**src/rtl/sequence_game_ctrl_pkg.sv**
```systemverilog
// Shared definitions for the memory-sequence game.
// Holds the controller state encoding, the default game parameters and a
// small width helper. The top level and the digit buffer import it, and so
// can the external two-digit timer, so everyone agrees on level and state widths.
package sequence_game_ctrl_pkg;

  // Game phases: wait for a start, fill the sequence, show it, collect it, finished
  typedef enum logic [2:0] {
    ST_IDLE,
    ST_LOAD,
    ST_SHOW,
    ST_INPUT,
    ST_DONE
  } game_state_t;

  localparam int DEF_DIGIT_W  = 4;
  localparam int DEF_BASE_LEN = 3;
  localparam int DEF_MAX_LEN  = 8;
  localparam int DEF_LEVELS   = 4;
  localparam int DEF_SCORE_W  = 7;

  // clog2 that never collapses to a zero-width bus
  function automatic int safe_clog2(input int n);
    return (n <= 1) ? 1 : $clog2(n);
  endfunction

endpackage

```
**src/rtl/sequence_game_ctrl_seq_buffer.sv**
```systemverilog
// seq_buffer: storage for the digits of the current game sequence.
// Ports:
//   clk      - system clock
//   wr_en    - write strobe, asserted while the controller is loading
//   wr_addr  - slot written when wr_en is high
//   wr_data  - digit written into wr_addr
//   rd_addr  - slot being shown or compared against
//   rd_data  - contents of rd_addr, available in the same cycle
// The contents are never reset: every slot that gets read in a game is
// written during that game's LOAD phase first.
module seq_buffer
  import sequence_game_ctrl_pkg::*;
#(
  parameter int DIGIT_W = DEF_DIGIT_W,
  parameter int MAX_LEN = DEF_MAX_LEN,
  parameter int ADDR_W  = safe_clog2(DEF_MAX_LEN)
) (
  input  logic               clk,
  input  logic               wr_en,
  input  logic [ADDR_W-1:0]  wr_addr,
  input  logic [DIGIT_W-1:0] wr_data,
  input  logic [ADDR_W-1:0]  rd_addr,
  output logic [DIGIT_W-1:0] rd_data
);

  logic [DIGIT_W-1:0] mem [MAX_LEN];

  // Single write port, filled one digit per cycle while loading
  always_ff @(posedge clk) begin
    if (wr_en) begin
      mem[wr_addr] <= wr_data;
    end
  end

  // Asynchronous read so SHOW and INPUT see the digit at idx in the same cycle
  assign rd_data = mem[rd_addr];

endmodule

```
**src/rtl/sequence_game_ctrl.sv**
```systemverilog
// sequence_game_ctrl: controller for a "repeat the sequence" memory game.
// Each level loads BASE_LEN+level random digits, shows them one per
// show_tick, then lets the player re-enter them before the timer expires.
// Ports:
//   clk, rst        - clock and synchronous active-low reset
//   logged_in       - authentication level; low sends the game back to IDLE
//   start           - begin / restart a game (honoured in IDLE and DONE)
//   enter           - user_digit is valid this cycle
//   user_digit      - digit typed by the player
//   rand_digit      - random digit captured once per LOAD cycle
//   show_tick       - pacing pulse that steps through the shown sequence
//   timeout         - player ran out of time
//   timer_reconfig  - one-cycle pulse reloading the timer as INPUT begins
//   timer_enable    - high while the player is entering digits
//   game_level      - current level
//   rand_disp       - digit being shown during SHOW, else 0
//   player_disp     - last digit accepted from the player
//   score           - saturating count of correct digits
//   game_over       - game has ended
//   game_won        - game ended after clearing the final level
module sequence_game_ctrl
  import sequence_game_ctrl_pkg::*;
#(
  parameter int  DIGIT_W  = DEF_DIGIT_W,
  parameter int  BASE_LEN = DEF_BASE_LEN,
  parameter int  MAX_LEN  = DEF_MAX_LEN,
  parameter int  LEVELS   = DEF_LEVELS,
  parameter int  SCORE_W  = DEF_SCORE_W,
  localparam int LVL_W    = safe_clog2(LEVELS)
) (
  input  logic               clk,
  input  logic               rst,
  input  logic               logged_in,
  input  logic               start,
  input  logic               enter,
  input  logic [DIGIT_W-1:0] user_digit,
  input  logic [DIGIT_W-1:0] rand_digit,
  input  logic               show_tick,
  input  logic               timeout,
  output logic               timer_reconfig,
  output logic               timer_enable,
  output logic [LVL_W-1:0]   game_level,
  output logic [DIGIT_W-1:0] rand_disp,
  output logic [DIGIT_W-1:0] player_disp,
  output logic [SCORE_W-1:0] score,
  output logic               game_over,
  output logic               game_won
);

  localparam int IDX_W = safe_clog2(MAX_LEN);

  game_state_t        state;
  logic [IDX_W-1:0]   idx;
  logic [IDX_W-1:0]   last_idx;
  logic [DIGIT_W-1:0] rd_data;
  logic               wr_en;
  logic               digit_match;

  // Index of the final digit of this level's sequence (len - 1)
  assign last_idx    = IDX_W'(BASE_LEN - 1) + IDX_W'(game_level);
  assign wr_en       = (state == ST_LOAD);
  assign digit_match = (user_digit == rd_data);

  // The shown digit comes straight from the buffer read port so it tracks idx
  // without an extra cycle of lag; it is forced to 0 outside SHOW.
  assign rand_disp = (state == ST_SHOW) ? rd_data : '0;

  seq_buffer #(
    .DIGIT_W (DIGIT_W),
    .MAX_LEN (MAX_LEN),
    .ADDR_W  (IDX_W)
  ) u_seq_buffer (
    .clk     (clk),
    .wr_en   (wr_en),
    .wr_addr (idx),
    .wr_data (rand_digit),
    .rd_addr (idx),
    .rd_data (rd_data)
  );

  // Main game FSM. Reset and a dropped login share one path so both leave
  // every output at 0. timer_reconfig defaults low so it is only ever a
  // single-cycle pulse on the SHOW -> INPUT transition.
  always_ff @(posedge clk) begin
    if (!rst || !logged_in) begin
      state          <= ST_IDLE;
      idx            <= '0;
      game_level     <= '0;
      score          <= '0;
      player_disp    <= '0;
      timer_reconfig <= 1'b0;
      timer_enable   <= 1'b0;
      game_over      <= 1'b0;
      game_won       <= 1'b0;
    end else begin
      timer_reconfig <= 1'b0;
      case (state)
        ST_IDLE, ST_DONE: begin
          if (start) begin
            state      <= ST_LOAD;
            idx        <= '0;
            game_level <= '0;
            score      <= '0;
            game_over  <= 1'b0;
            game_won   <= 1'b0;
          end
        end

        ST_LOAD: begin
          if (idx == last_idx) begin
            state <= ST_SHOW;
            idx   <= '0;
          end else begin
            idx <= idx + IDX_W'(1);
          end
        end

        ST_SHOW: begin
          if (show_tick) begin
            if (idx == last_idx) begin
              state          <= ST_INPUT;
              idx            <= '0;
              timer_reconfig <= 1'b1;
              timer_enable   <= 1'b1;
            end else begin
              idx <= idx + IDX_W'(1);
            end
          end
        end

        ST_INPUT: begin
          // A timeout beats a simultaneous entry; that digit is dropped
          if (timeout) begin
            state        <= ST_DONE;
            timer_enable <= 1'b0;
            game_over    <= 1'b1;
            game_won     <= 1'b0;
          end else if (enter) begin
            player_disp <= user_digit;
            if (!digit_match) begin
              state        <= ST_DONE;
              timer_enable <= 1'b0;
              game_over    <= 1'b1;
              game_won     <= 1'b0;
            end else begin
              if (score != {SCORE_W{1'b1}}) begin
                score <= score + SCORE_W'(1);
              end
              if (idx == last_idx) begin
                idx          <= '0;
                timer_enable <= 1'b0;
                if (game_level < LVL_W'(LEVELS - 1)) begin
                  game_level <= game_level + LVL_W'(1);
                  state      <= ST_LOAD;
                end else begin
                  state     <= ST_DONE;
                  game_over <= 1'b1;
                  game_won  <= 1'b1;
                end
              end else begin
                idx <= idx + IDX_W'(1);
              end
            end
          end
        end

        default: begin
          state <= ST_IDLE;
          idx   <= '0;
        end
      endcase
    end
  end

endmodule
```
**config.mk**
```make
export PLATFORM = sky130hd
export DESIGN_NAME = sequence_game_ctrl
export DESIGN_NICKNAME = d
export VERILOG_FILES = /design/src/rtl/sequence_game_ctrl_pkg.sv /design/src/rtl/sequence_game_ctrl_seq_buffer.sv /design/src/rtl/sequence_game_ctrl.sv
export SDC_FILE = /design/constraint.sdc
export NUM_CORES = 1
export LEC_CHECK = 0
export CAP_MARGIN = 25
export CORE_MARGIN = 2
export CORE_UTILIZATION = 50
export DETAILED_ROUTE_END_ITERATION = 10
export MAX_ROUTING_LAYER = met4
export PLACE_DENSITY = 0.74
export SYNTH_ARGS = -nofsm -noshare
export SYNTH_HDL_FRONTEND = slang
export SYNTH_SLANG_ARGS = --single-unit
```
**constraint.sdc**
```tcl
create_clock -name clk -period 4 [get_ports clk]
set_input_delay 0.8 -clock clk [delete_from_list [all_inputs] [get_ports clk]]
set_output_delay 0.8 -clock clk [all_outputs]
set_load 0.05 [all_outputs]
```
==> flow_summary_export.csv, run 1 <==
group,metric,value,unit
run_status,status,"completed",
layout,antenna_cells,0,
sta,slew_viol_final,0,
floorplan,die-area,0.00603,mm²
place,numPortBuffers,35,
place,dpl.hpwl,4260,µm
sta,finClkSkew,0.00810,ns
clocking,clkTransAtPathRegs,0.06,ns
yosys,yosysTopAreaCell,"edfxtp_1",
floorplan,start_util,52.5,%
clocking,insertion_delay,0.32,ns
pwr,vdd_drop_max,248,µV
setup_path,critical_path.endpoint_type,"primary output",
clocking,post_cts_resized,0,
clocking,cts_buffers,9,
yosys,synth-edff-count,32,
route,post_drt_wl_per_cell,16.4,µm
global_route,grt_pass1_vias,1909,
clocking,postCtsSetupBuffers,0,
sta,fin_crit_sh,78.9,%
floorplan,io_pins,36,
route,drtPass1Iterations,4,
sta,worst_pin_slew,0.619,ns
route,drt_wl_total,5730,µm
sta,setup_violations,0,
yosys,yosysTopAreaCellShare,35.4,%
global_route,grt_max_degree,17,
sta,fin_crit,3.16,ns
layout,multiInputGateArea,0.00115,mm²
sta,holdWs,0.492,ns
yosys,ys_seq_area_share,54.6,%
yosys,avgSynthCellArea,11.5,µm²
floorplan,core_area,0.00517,mm²
min_path,hold_class,"register to register",
floorplan,rows,26,
clocking,cts_buffer_depth,2,
yosys,syn-cell-area,0.00271,mm²
clocking,cts_sinks,58,
sta,fmax,317,MHz
global_route,grt.total_usage,21.0,%
global_route,antenna_found_initial,0,
setup_path,critPathRequiredTime,3.20,ns
pwr,power_density,375,mW/mm²
place,dpl_worst_slack,1.20,ns
setup_path,slowest_stage,"clkdlybuf4s50_1",
route,post-route-drc-count,0,
yosys,ys_warn_count,0,
route,drtIter0Drc,139,
sta,setup_tns,0,ns
setup_path,worstSetupPathType,"register to primary output",
layout,ff_latch_area,0.00148,mm²
setup_path,crit_chain,"buf_4 > mux2i_1 > a22oi_1 > and3_1 > clkdlybuf4s50_1",
yosys,synth_async_sr_flop_share,0,%
sta,finalHoldViolations,0,
layout,final_nets,293,
route,vias_per_cell,5.58,
yosys,synth.area.top_cells,"edfxtp_1 (35%), dfxtp_1 (19%), mux2i_1 (8.9%), nor2_1 (3.5%), nand2_1 (2.4%)",
yosys,ys_types,53,
sta,fin_ws,0.843,ns
layout,area_growth_syn_to_layout,21.3,%
pwr,p_leak,1.10,nW
route,antenna_left,0,
yosys,ys.flop_type,"edfxtp_1",
setup_path,cp.arrival,2.36,ns
clocking,cts.hold.buffers_added,0,
clocking,htree_levels,3,
floorplan,die_height,77.7,µm
place,placed_cells,334,
yosys,syn_nets,254,
layout,fillers,417,
sta,rsz0062_at_grt,"no",
setup_path,max_stage_delay,0.79,ns
setup_path,worstSetupStartpointType,"register",
setup_path,timing.critical_path.fanout_max,16,
global_route,grt_overflow,0,
yosys,synthesis.instances,236,
clocking,cts_root_buf,"clkbuf_8",
layout,stdcell_count,350,
run,drv_cap,0,
yosys,ys_ff_latch,58,
layout,drive_above_1_share,8.21,%
sta,slew_headroom,58.4,%
place,place.gp.congestion,0.924,
clocking,cts_tree,"yes",
global_route,grt_pass1_wl,9540,µm
floorplan,die_x,77.7,µm
route,route.vias.total,1954,
final timing paths:
kind	from	endpoint	slack, ns	cells past startpoint
worst min-delay path	player_disp[3]	player_disp[3]	0.49	2
worst max-delay path	register	rand_disp[0]	0.84	5
worst min register to register	player_disp[3]	player_disp[3]	0.49	2
worst max register to register	state[1]	score[3]	1.70	7
synthesized netlist by cell type, types with 3 or more instances:
cell type  instances
and3_1             8
inv_1              7
nand3_1            3
o21ai_0            3
nand2b_1           4
clkbuf_1           3
mux2i_1           24
edfxtp_1          32
nand2_1           17
a22oi_1            8
nor2_1            25
and2_1             4
xnor2_1            4
nor3_1             5
ha_1               3
dfxtp_1           26
a21oi_1           12
stage by stage:
stage,instance area (µm²),power [W],util (%)
after floorplan,2710,0.000706,-
after global placement,3100,0.000737,60.0
after detailed placement,3100,0.000739,60.0
after CTS,3290,0.00125,63.6
after global routing,3290,0.00128,63.6
final,3290,0.00123,63.6
critical path, delay by kind of cell (launching register included):
family,cells,cell delay [ns]
multiplexers,1,0.16
AO/OA/AOI/OAI,1,0.30
flip-flops,1,0.31
buffers and inverters,2,1.06
AND/OR/NAND/NOR,1,0.20
flip-flops by register name (all words and copies together) (netlist names), named ones only:
name / count
score: 7
state: 3
game_level: 2
timer_reconfig: 1
player_disp: 4
idx: 3
game_over: 1
game_won: 1
timer_enable: 1
u_seq_buffer.mem: 32
kinds of logic after synthesis:
logic type	count (synthesis)	synth area share [%]
flops	58	54.6
compound gates	47	14.2
buf+inv	16	3.18
simple gates	83	16.1
xor+xnor	5	1.61
fa+ha+maj	3	1.38
mux	24	8.85
layer usage:
layer / vias up / wire length [µm] / global-route usage, %
met5: - / 0 / -
met2: 49 / 2660 / 30.7
met3: 5 / 242 / 3.60
met4: 0 / 46 / 6.96
met1: 941 / 2780 / 29.7
li1: 959 / - / -
report_power, final:
part	internal, W	leakage [nW]	switching (W)	total [W]
sequential	0.000633	0.498	0.00000345	0.000636
combinational	0.0000379	0.504	0.0000519	0.0000899
clock	0.000300	0.0954	0.000209	0.000509
layout by cell type, fill, tap and decap left out, types with 2 or more instances in the layout:
master,instances
clkbuf_1,2
o31ai_1,2
a211oi_1,2
nand4_1,2
o22ai_1,2
nand2_1,17
a221oi_1,2
a22oi_1,8
xnor2_1,4
and3_1,8
dfxtp_1,26
a21oi_1,12
and2_1,4
o21ai_0,3
nand2b_1,4
clkinv_1,3
edfxtp_1,32
ha_1,3
clkdlybuf4s50_1,35
nor2b_1,2
mux2i_1,24
o21a_1,2
o22a_4,2
inv_1,7
nor2_1,25
or4_1,2
nand3b_1,2
clkbuf_8,10
or3_1,2
nor3_1,5
nand3_1,3
final cells by class:
| type | count | share of cell area [%] |
|---|---|---|
| flip-flops and latches | 58 | 45.0 |
| multi-input cells | 162 | 34.8 |
| repair buffers | 36 | 10.9 |
| clock buffers | 12 | 4.41 |
| well taps | 70 | 2.66 |
| clock inverters | 4 | 1.29 |
| inverters | 8 | 0.913 |
Note: power is estimated with default switching activity, not from simulation.
==> run 2: changes to the inputs <==
==> constraint.sdc (replaced) <==
create_clock -name clk -period 3.17 [get_ports clk]
set_input_delay 0.634 -clock clk [delete_from_list [all_inputs] [get_ports clk]]
set_output_delay 0.634 -clock clk [all_outputs]
set_load 0.05 [all_outputs]
==> run 2 against run 1 <==
  * Non-clock buffer count increased by 1
  * Sequential power increased by 26%
  * Clock-buffer cell count decreased by 2
  * Clock power increased by 11%
  * Sequential share of layout area increased by 0.40 points
  * Register-to-register slack got worse by 0.83 ns
  * Cell count increased by 0.29%
  * Hold slack got worse by 0.00094 ns
  * Sequential cell count unchanged
==> flow_summary_export.csv, run 2 (synthesis results as in run 1) <==
group,metric,value,unit
setup_path,worstSetupPathType,"register to primary output",
floorplan,die_x,77.7,µm
setup_path,timing.critical_path.fanout_max,16,
floorplan,rows,26,
route,top_layer_used,"met4",
run,drv_cap,0,
layout,largestRegisters,"u_seq_buffer.mem (32), score (7), player_disp (4)",
global_route,grt_pass1_vias,1852,
layout,most-common-layout-cells,"edfxtp_1 (32), clkdlybuf4s50_1 (31), dfxtp_1 (26), nor2_1 (25), mux2i_1 (24)",
sta,finClkSkew,0.00654,ns
place,numPortBuffers,35,
setup_path,r2r_slack,0.87,ns
sta,slew_headroom,57.8,%
floorplan,die_height,77.7,µm
setup_path,critPathRequiredTime,2.54,ns
route,wl_met1,2620,µm
route,route.vias.total,1993,
route,vias_per_cell,5.68,
floorplan,core_area,0.00517,mm²
clocking,cts_sinks,58,
clocking,htree_levels,3,
route,drt_wl_total,5610,µm
min_path,hold_class,"register to register",
layout,drive_above_1_share,10.7,%
clocking,cts_buffers,9,
layout,regMostFlops,"u_seq_buffer.mem",
setup_path,critical_path.endpoint_type,"primary output",
clocking,clkTransAtPathRegs,0.07,ns
pwr,vdd_drop_max,332,µV
pwr,p_leak,1.10,nW
pwr,power_density,453,mW/mm²
clocking,cts.hold.buffers_added,0,
global_route,grt_pass1_wl,8940,µm
clocking,insertion_delay,0.33,ns
layout,largest_reg_flops,32,
sta,fin_crit,2.47,ns
layout,stdcell_count,351,
clocking,postCtsSetupBuffers,0,
place,dpl.hpwl,3980,µm
min_path,hold_depth,2,
sta,finalHoldViolations,0,
clocking,cts_buffer_depth,2,
layout,area_growth_syn_to_layout,20.2,%
global_route,grt.total_usage,20.3,%
layout,final_common_cell,"edfxtp_1",
clocking,cts_root_buf,"clkbuf_8",
sta,slew_viol_final,0,
sta,setup_violations,0,
route,dr_wl_met3,398,µm
layout,antenna_cells,0,
sta,worst_pin_slew,0.628,ns
route,antenna_left,0,
floorplan,io_pins,36,
floorplan,die-area,0.00603,mm²
global_route,grt_overflow,0,
setup_path,cp.arrival,1.83,ns
clocking,post_cts_resized,0,
place,place.gp.congestion,0.953,
sta,setup_tns,0,ns
layout,final_nets,294,
floorplan,start_util,52.5,%
route,post-route-drc-count,0,
sta,fmax,405,MHz
sta,rsz0062_at_grt,"no",
sta,fin_crit_sh,77.9,%
clocking,cts_tree,"yes",
route,drtIter0Drc,99,
route,met2WireLength,2560,µm
global_route,antenna_found_initial,0,
place,placed_cells,335,
route,drtPass1Iterations,4,
global_route,grt_max_degree,17,
route,post_drt_wl_per_cell,16.0,µm
setup_path,worstSetupStartpointType,"register",
setup_path,worst_r2r_path_depth,8,
run_status,status,"completed",
-- run 2: path summary, 6_finish.rpt --
check	startpoint	endpoint
worst max-delay path	register	rand_disp[3]
worst min-delay path	player_disp[0]	player_disp[0]
worst max register to register	register	state[2]
worst min register to register	player_disp[0]	player_disp[0]
-- run 2: power breakdown --
part	internal [W]	switching, W	leakage, nW
registers	0.000798	0.00000488	0.498
clock network	0.000276	0.000287	0.0795
logic	0.0000476	0.0000643	0.518
total	0.00112	0.000356	1.10
-- run 2: per-stage QoR --
stage | utilization (%) | power, W | cell area [µm²] | hold slack (ns) | setup WS (ns)
2_1_floorplan | - | 0.000890 | 2710 | 0.514 | 1.11
3_3_place_gp | 59.9 | 0.000930 | 3100 | 0.473 | 0.761
3_5_place_dp | 59.9 | 0.000930 | 3100 | 0.486 | 0.704
4_1_cts | 63.1 | 0.00149 | 3260 | 0.500 | 0.749
5_1_grt | 63.1 | 0.00153 | 3260 | 0.523 | 0.630
6_report | 63.1 | 0.00148 | 3260 | 0.491 | 0.702
-- run 2: area by class of cell --
cell class	instances	area, µm²
multi-input combinational	162	1150
clock inverter	6	33.8
fill	425	1910
clock buffer	10	128
timing repair buffer	37	355
tap	70	87.6
inverter	8	30.0
sequential	58	1480
-- run 2: metal layers --
metal | global-route usage (%) | vias to the layer above
met5 | - | -
met4 | 9.64 | 0
met3 | 4.07 | 4
met2 | 29.1 | 63
met1 | 27.7 | 959
li1 | - | 967
-- run 2: critical path, stage by stage (launching register included) --
cell and delay [ns]:
dfxtp_1 0.31, buf_4 0.28, mux2i_1 0.34, a22oi_1 0.15
and3_2 0.24, buf_4 0.18
